==> src/rtl/uart_pkg.sv <==
// Shared UART definitions: scheduler state encoding and frame timing helper,
// reused by uart_tx_sched, uart_tx and uart_rx.
package uart_pkg;

    typedef enum logic [1:0] {
        IDLE = 2'd0,
        TRIG = 2'd1,
        WAIT = 2'd2
    } sched_state_t;

    // One frame is start + 8 data + stop bits, plus idle guard cycles; division truncates.
    function automatic int frame_cycles(input int clk_freq, input int baud, input int guard);
        return (clk_freq / baud) * 10 + guard;
    endfunction

endpackage

==> src/rtl/rr_arbiter.sv <==
// Combinational round-robin arbiter: grants the first active request after
// index `last`, wrapping modulo N.
module rr_arbiter #(
    parameter int N = 4
) (
    input  logic [N-1:0]         req,
    input  logic [$clog2(N)-1:0] last,
    output logic [N-1:0]         gnt,
    output logic [$clog2(N)-1:0] gnt_id,
    output logic                 any
);

    localparam int IW = $clog2(N);

    function automatic logic [IW-1:0] rr_index(input logic [IW-1:0] base, input int offset);
        return IW'((int'(base) + offset) % N);
    endfunction

    always_comb begin
        gnt_id = last;
        any    = 1'b0;
        // Scan farthest-to-nearest so the requester closest after `last` overwrites the rest.
        for (int k = N; k >= 1; k--) begin
            if (req[rr_index(last, k)]) begin
                gnt_id = rr_index(last, k);
                any    = 1'b1;
            end
        end
        gnt = '0;
        if (any) begin
            gnt[gnt_id] = 1'b1;
        end
    end

endmodule

==> src/rtl/uart_tx_sched.sv <==
// Round-robin scheduler sharing one uart_tx among N_REQ byte producers; since
// uart_tx has no busy output, triggers are spaced by a full frame time.
module uart_tx_sched
    import uart_pkg::*;
#(
    parameter int N_REQ    = 4,
    parameter int CLK_FREQ = 50_000_000,
    parameter int BAUD     = 9600,
    parameter int GUARD    = 16
) (
    input  logic                     sclk,
    input  logic                     reset,
    input  logic [N_REQ-1:0]         req_valid,
    input  logic [8*N_REQ-1:0]       req_data,
    output logic [N_REQ-1:0]         req_ready,
    output logic [7:0]               tx_data,
    output logic                     tx_trig,
    output logic                     busy,
    output logic [$clog2(N_REQ)-1:0] grant_id
);

    localparam int IW           = $clog2(N_REQ);
    localparam int FRAME_CYCLES = frame_cycles(CLK_FREQ, BAUD, GUARD);
    localparam int CW           = $clog2(FRAME_CYCLES + 1);

    sched_state_t     r_state;
    logic [CW-1:0]    r_cnt;
    logic [N_REQ-1:0] w_gnt;
    logic [IW-1:0]    w_gnt_id;
    logic             w_any;
    logic [7:0]       w_bytes [N_REQ];

    rr_arbiter #(
        .N(N_REQ)
    ) u_arb (
        .req    (req_valid),
        .last   (grant_id),
        .gnt    (w_gnt),
        .gnt_id (w_gnt_id),
        .any    (w_any)
    );

    for (genvar gi = 0; gi < N_REQ; gi++) begin : g_bytes
        assign w_bytes[gi] = req_data[8*gi +: 8];
    end

    // Grants are offered only while idle, so at most one handshake per frame.
    assign req_ready = (r_state == IDLE) ? w_gnt : '0;

    always_ff @(posedge sclk) begin
        if (reset) begin
            r_state  <= IDLE;
            r_cnt    <= '0;
            tx_trig  <= 1'b0;
            tx_data  <= 8'h00;
            busy     <= 1'b0;
            grant_id <= IW'(N_REQ - 1);
        end else begin
            // NOTE: non-blocking only, so every register updates from the same pre-edge values.
            tx_trig <= 1'b0;
            case (r_state)
                IDLE: begin
                    if (w_any) begin
                        tx_data  <= w_bytes[w_gnt_id];
                        grant_id <= w_gnt_id;
                        busy     <= 1'b1;
                        tx_trig  <= 1'b1;
                        r_state  <= TRIG;
                    end
                end
                TRIG: begin
                    r_cnt   <= CW'(FRAME_CYCLES - 1);
                    r_state <= WAIT;
                end
                WAIT: begin
                    if (r_cnt == '0) begin
                        busy    <= 1'b0;
                        r_state <= IDLE;
                    end else begin
                        r_cnt <= r_cnt - CW'(1);
                    end
                end
                default: r_state <= IDLE;
            endcase
        end
    end

endmodule

==> config.mk <==
export PLATFORM = sky130hd
export DESIGN_NAME = uart_tx_sched
export DESIGN_NICKNAME = d
export VERILOG_FILES = /design/src/rtl/uart_pkg.sv /design/src/rtl/rr_arbiter.sv /design/src/rtl/uart_tx_sched.sv
export SDC_FILE = /design/constraint.sdc
export NUM_CORES = 1
export LEC_CHECK = 0
export ABC_CLOCK_PERIOD_IN_PS = 2750
export BUFFER_PORTS_ARGS = -buffer_cell sky130_fd_sc_hd__buf_2
export CAP_MARGIN = 20
export CELL_PAD_IN_SITES_DETAIL_PLACEMENT = 0
export CELL_PAD_IN_SITES_GLOBAL_PLACEMENT = 1
export CORE_MARGIN = 3
export CORE_UTILIZATION = 36
export CTS_BUF_LIST = sky130_fd_sc_hd__clkbuf_4
export DETAILED_ROUTE_END_ITERATION = 10
export PLACE_DENSITY_LB_ADDON = 0.1
export SLEW_MARGIN = 20
export SYNTH_ARGS = -nofsm -noshare
export SYNTH_HDL_FRONTEND = slang
export SYNTH_SLANG_ARGS = --single-unit
export TNS_END_PERCENT = 5
==> constraint.sdc <==
create_clock -name sclk -period 2.75 [get_ports sclk]
set_clock_uncertainty 0.1 [all_clocks]
set_input_delay 0.275 -clock sclk [delete_from_list [all_inputs] [get_ports sclk]]
set_output_delay 0.275 -clock sclk [all_outputs]
set_load 0.02 [all_outputs]
==> results by stage <==
Setup path:
- The endpoint required time on the critical path is ~2400 ps.
- The flop-to-flop setup slack is about 800 ps.
- The category of the critical setup timing path is reg2out.
- The slowest stage of the critical path is the dfxtp_1 cell.
- The worst reg-to-reg path cell count is 5.
- STA classifies the critical path endpoint as an output pin.
- The critical path startpoint category is a flip-flop.
- The endpoint identified for the worst register-to-register timing path is r_cnt[9]$_SDFFE_PP0P_.
- The top fanout value on the critical path is 19.
- The worst register-to-register path begins at r_cnt[10]$_SDFFE_PP0P_.
- The highest cell delay on the worst timing path is between 300 and 400 ps.
- The signal arrival time at the worst endpoint is 1950 ps.
- The critical path goes through nand2b_1 > o211ai_1 > buf_4 > nand2_1 > nor3_1 > buf_2.

Floorplanning:
- The area of the die is about 0.0057 mm^2.
- The initial core utilization is 0.384.
- The number of I/O pins is between 50 and 60.
- In this run the standard cell core region covers about 0.0045 mm^2.
- From bottom edge to top edge, the die measures ~75 um.
- The row count is 24.
- The floorplan step set the die width to 75.3 um.

Detailed routing:
- After detailed routing, the number of vias per cell comes to about 5.6.
- The count of nets left with antenna violations once routing finished came out at 0.
- The total wire length after detailed routing is approximately 4400 um.
- Dividing the detail-routed wire length by the instance count gives 14.3 um.
- The detailed-routing iteration count for the pre-antenna-repair pass is 4.
- For this run, design rule violations remaining after detail routing come to 0.
- The total vias in the final route is 1719.
- For this block, the initial DRC count from the detailed router was 87.

Yosys:
- The number of nets in the synthesized netlist is 239.
- The number of synthesized flops with an enable pin is 0.
- The share of Yosys cell area claimed by the top area cell type is 0.347.
- The biggest area contributor in the post-synthesis netlist is dfxtp_1.
- After synthesis, the most frequently instantiated cells are 30 x dfxtp_1, 20 x a211oi_1, 16 x and3_1, 14 x nor2_1, 11 x a21oi_1.
- Sorting the synthesized cells by area gives the leading types as dfxtp_1 35%, a211oi_1 8.7%, and3_1 5.8%.
- Of the synthesized area, sequential elements account for 0.347.
- The flip-flop cell with the highest count after synthesis is dfxtp_1.
- In the synthesized netlist the async set-or-reset flop fraction comes to 0.
- Synthesis produced 200 cells.
- The combined area of all synthesized cells is ~0.0017 mm^2.
- The most used standard cell by instance count after synthesis is dfxtp_1.
- The average cell area after synthesis is around 8.6 um^2.
- During synthesis, Yosys emitted a total of 0 warnings.
- The number of register bits inferred by synthesis is 30.
- The distinct cell type count of the synthesized netlist is 45.

Timing:
- The final total negative setup slack is 0 ps.
- For the pin with the worst max-slew slack, the measured transition is 543 ps.
- The final period utilization is 0.847.
- The final hold violation count is 0.
- Final hold analysis gives a worst-case slack of approximately 190 ps.
- Setup repair after global routing left no endpoint under its margin.
- Derived from the worst setup path, the maximum achievable clock frequency is approximately 430 MHz.
- The max-slew violation total from the final report was 0.
- Measured against its own limit, the worst slew margin works out to 0.638.
- Counting I/O delays and the setup requirement, the final critical path takes between 2000 and 2500 ps.
- Setup violations remaining at the end of the flow were counted as 0.

Final layout:
- The total area of sequential cells is between 600 and 700 um^2.
- The area taken by multi-input logic gates is around 0.0011 mm^2.
- Counting the fill cells in the layout gives between 400 and 500.
- The synthesis-to-finish area growth is 21.6%.
- The end-of-flow core utilization is 0.467.
- The antenna cell count is 0.
- Excluding fillers, the count of instances in the completed layout stands at about 300.
- The final net count is slightly below 300.
- In the final layout, the share of cells above drive strength 1 is 0.290.

Global routing:
- In the global route stage, overall resource usage came out at 0.170.
- The first global-routing pass estimated ~7400 um of wire.
- Entering global routing, the biggest net connects 32 pins.
- The number of antenna violations at the first check in global routing is 0.
- The leftover overflow at the end of global routing is 0.
- The number of global-route vias before repair came to 1624.

CTS:
- No sink is reached through more buffers than the 2 on the longest clock path.
- The number of buffers added for setup after CTS is 0.
- TritonCTS built the clock tree.
- The cell sitting at the root of the clock tree is a clkbuf_4.
- Clock tree synthesis found a total of 30 sinks.
- Post-CTS repair changed the size of 0 cells.
- The clock latency on the worst-skew pair is between 300 and 400 ps.
- Clock-pin slew was measured on the worst setup and hold paths at ~90 ps.
- The H-tree was split into 2 levels.
- The hold buffer count at CTS is 0.
- The clock buffer count from CTS is 5.

Status:
- The flow ran to the end, and the final reports show no timing, DRC or antenna violations.

Power:
- The analysis attributes to cell leakage a power of roughly 0.0009 uW.
- The maximum vdd drop is about 250 uV.
- The overall power of the completed layout is around 1400 uW.
- The power per unit of standard cell area is roughly 660 mW/mm^2.

Min path:
- Along the worst hold path, the cell count comes to 3.
- For hold timing, the worst endpoint is tx_data[4]$_SDFFE_PP0P_.
- The worst hold path belongs to the class in2reg.
- The startpoint of the lowest-slack hold path is req_data[20].

Flow run:
- The number of maximum-capacitance violations is 0.

Placed design:
- The global placement routability congestion is 0.804.
- Once detailed placement completed, the half-perimeter wirelength came to approximately 3300 um.
- The number of port buffers is 53.
- The post-placement cell count is 299.
-- registers in the layout, indices dropped and copies added (netlist names) --
signal,cells
r_cnt,16
tx_data,8
grant_id,2
r_state,2
busy,1
tx_trig,1
-- worst max path at each step --
stage	cells after the start	from	end
after global placement	7	req_valid[3]	req_ready[1]
after floorplan	5	grant_id[0]$_SDFFE_PP1P_	req_ready[0]
after CTS	6	grant_id[0]$_SDFFE_PP1P_	req_ready[0]
after global routing	6	grant_id[0]$_SDFFE_PP1P_	req_ready[1]
final	6	grant_id[0]$_SDFFE_PP1P_	req_ready[0]
after detailed placement	7	req_valid[3]	req_ready[0]
-- metal layers --
metal  GRT usage  up-vias  routed length [um]  share of wire
met5           0        -                   0              0
met1       0.212      776                2060           0.47
met4      0.0680        0                  65          0.015
met2       0.270       55                1980           0.45
met3      0.0580        6                 279          0.064
li1            -      882                   -              -
-- through the flow --
step	setup slack, ps	instance area, um^2
6_report	420	2100
5_1_grt	133	2100
4_1_cts	380	2100
3_5_place_dp	738	2050
3_3_place_gp	730	2050
2_1_floorplan	579	1730
-- placed cells by master (no fill, tap or decap), types with 4 or more instances in the layout --
cell and instances:
a211oi_1 20, a21oi_1 11, and3_1 16, buf_2 53, buf_4 4, clkbuf_4 6, dfxtp_1 30, inv_1 9
nand2_1 7, nand3_1 4, nand3b_1 9, nor2_1 14, nor3_1 10, o31ai_1 10, xor2_1 5
-- final cells by class --
class	instances	area share
well taps	52	0.0309
multi-input cells	151	0.501
inverters	9	0.0161
repair buffers	57	0.140
flip-flops and latches	30	0.286
clock buffers	6	0.0214
clock inverters	2	0.00416
-- worst max-delay path: cells and delay by family (launching register included) --
family                 cells  cell delay (ps)
buffers and inverters      2              410
flip-flops                 1              360
AO/OA/AOI/OAI              1              100
AND/OR/NAND/NOR            3              750
-- where the power goes --
| group | switching, uW | internal (uW) | total [uW] |
|---|---|---|---|
| Combinational | 332 | 222 | 555 |
| Clock | 151 | 106 | 257 |
| Sequential | 71.2 | 504 | 575 |
-- kinds of logic after synthesis --
| kind of cell | after synthesis | synth area share |
|---|---|---|
| buffers and inverters | 19 | 0.0427 |
| DFF | 30 | 0.347 |
| adders and majority gates | 1 | 0.00723 |
| xor gates and xnor gates | 8 | 0.0405 |
| AOI/OAI and AO/OA | 62 | 0.272 |
| and+or+nand+nor | 80 | 0.290 |
(Power assumes the default switching activity.)
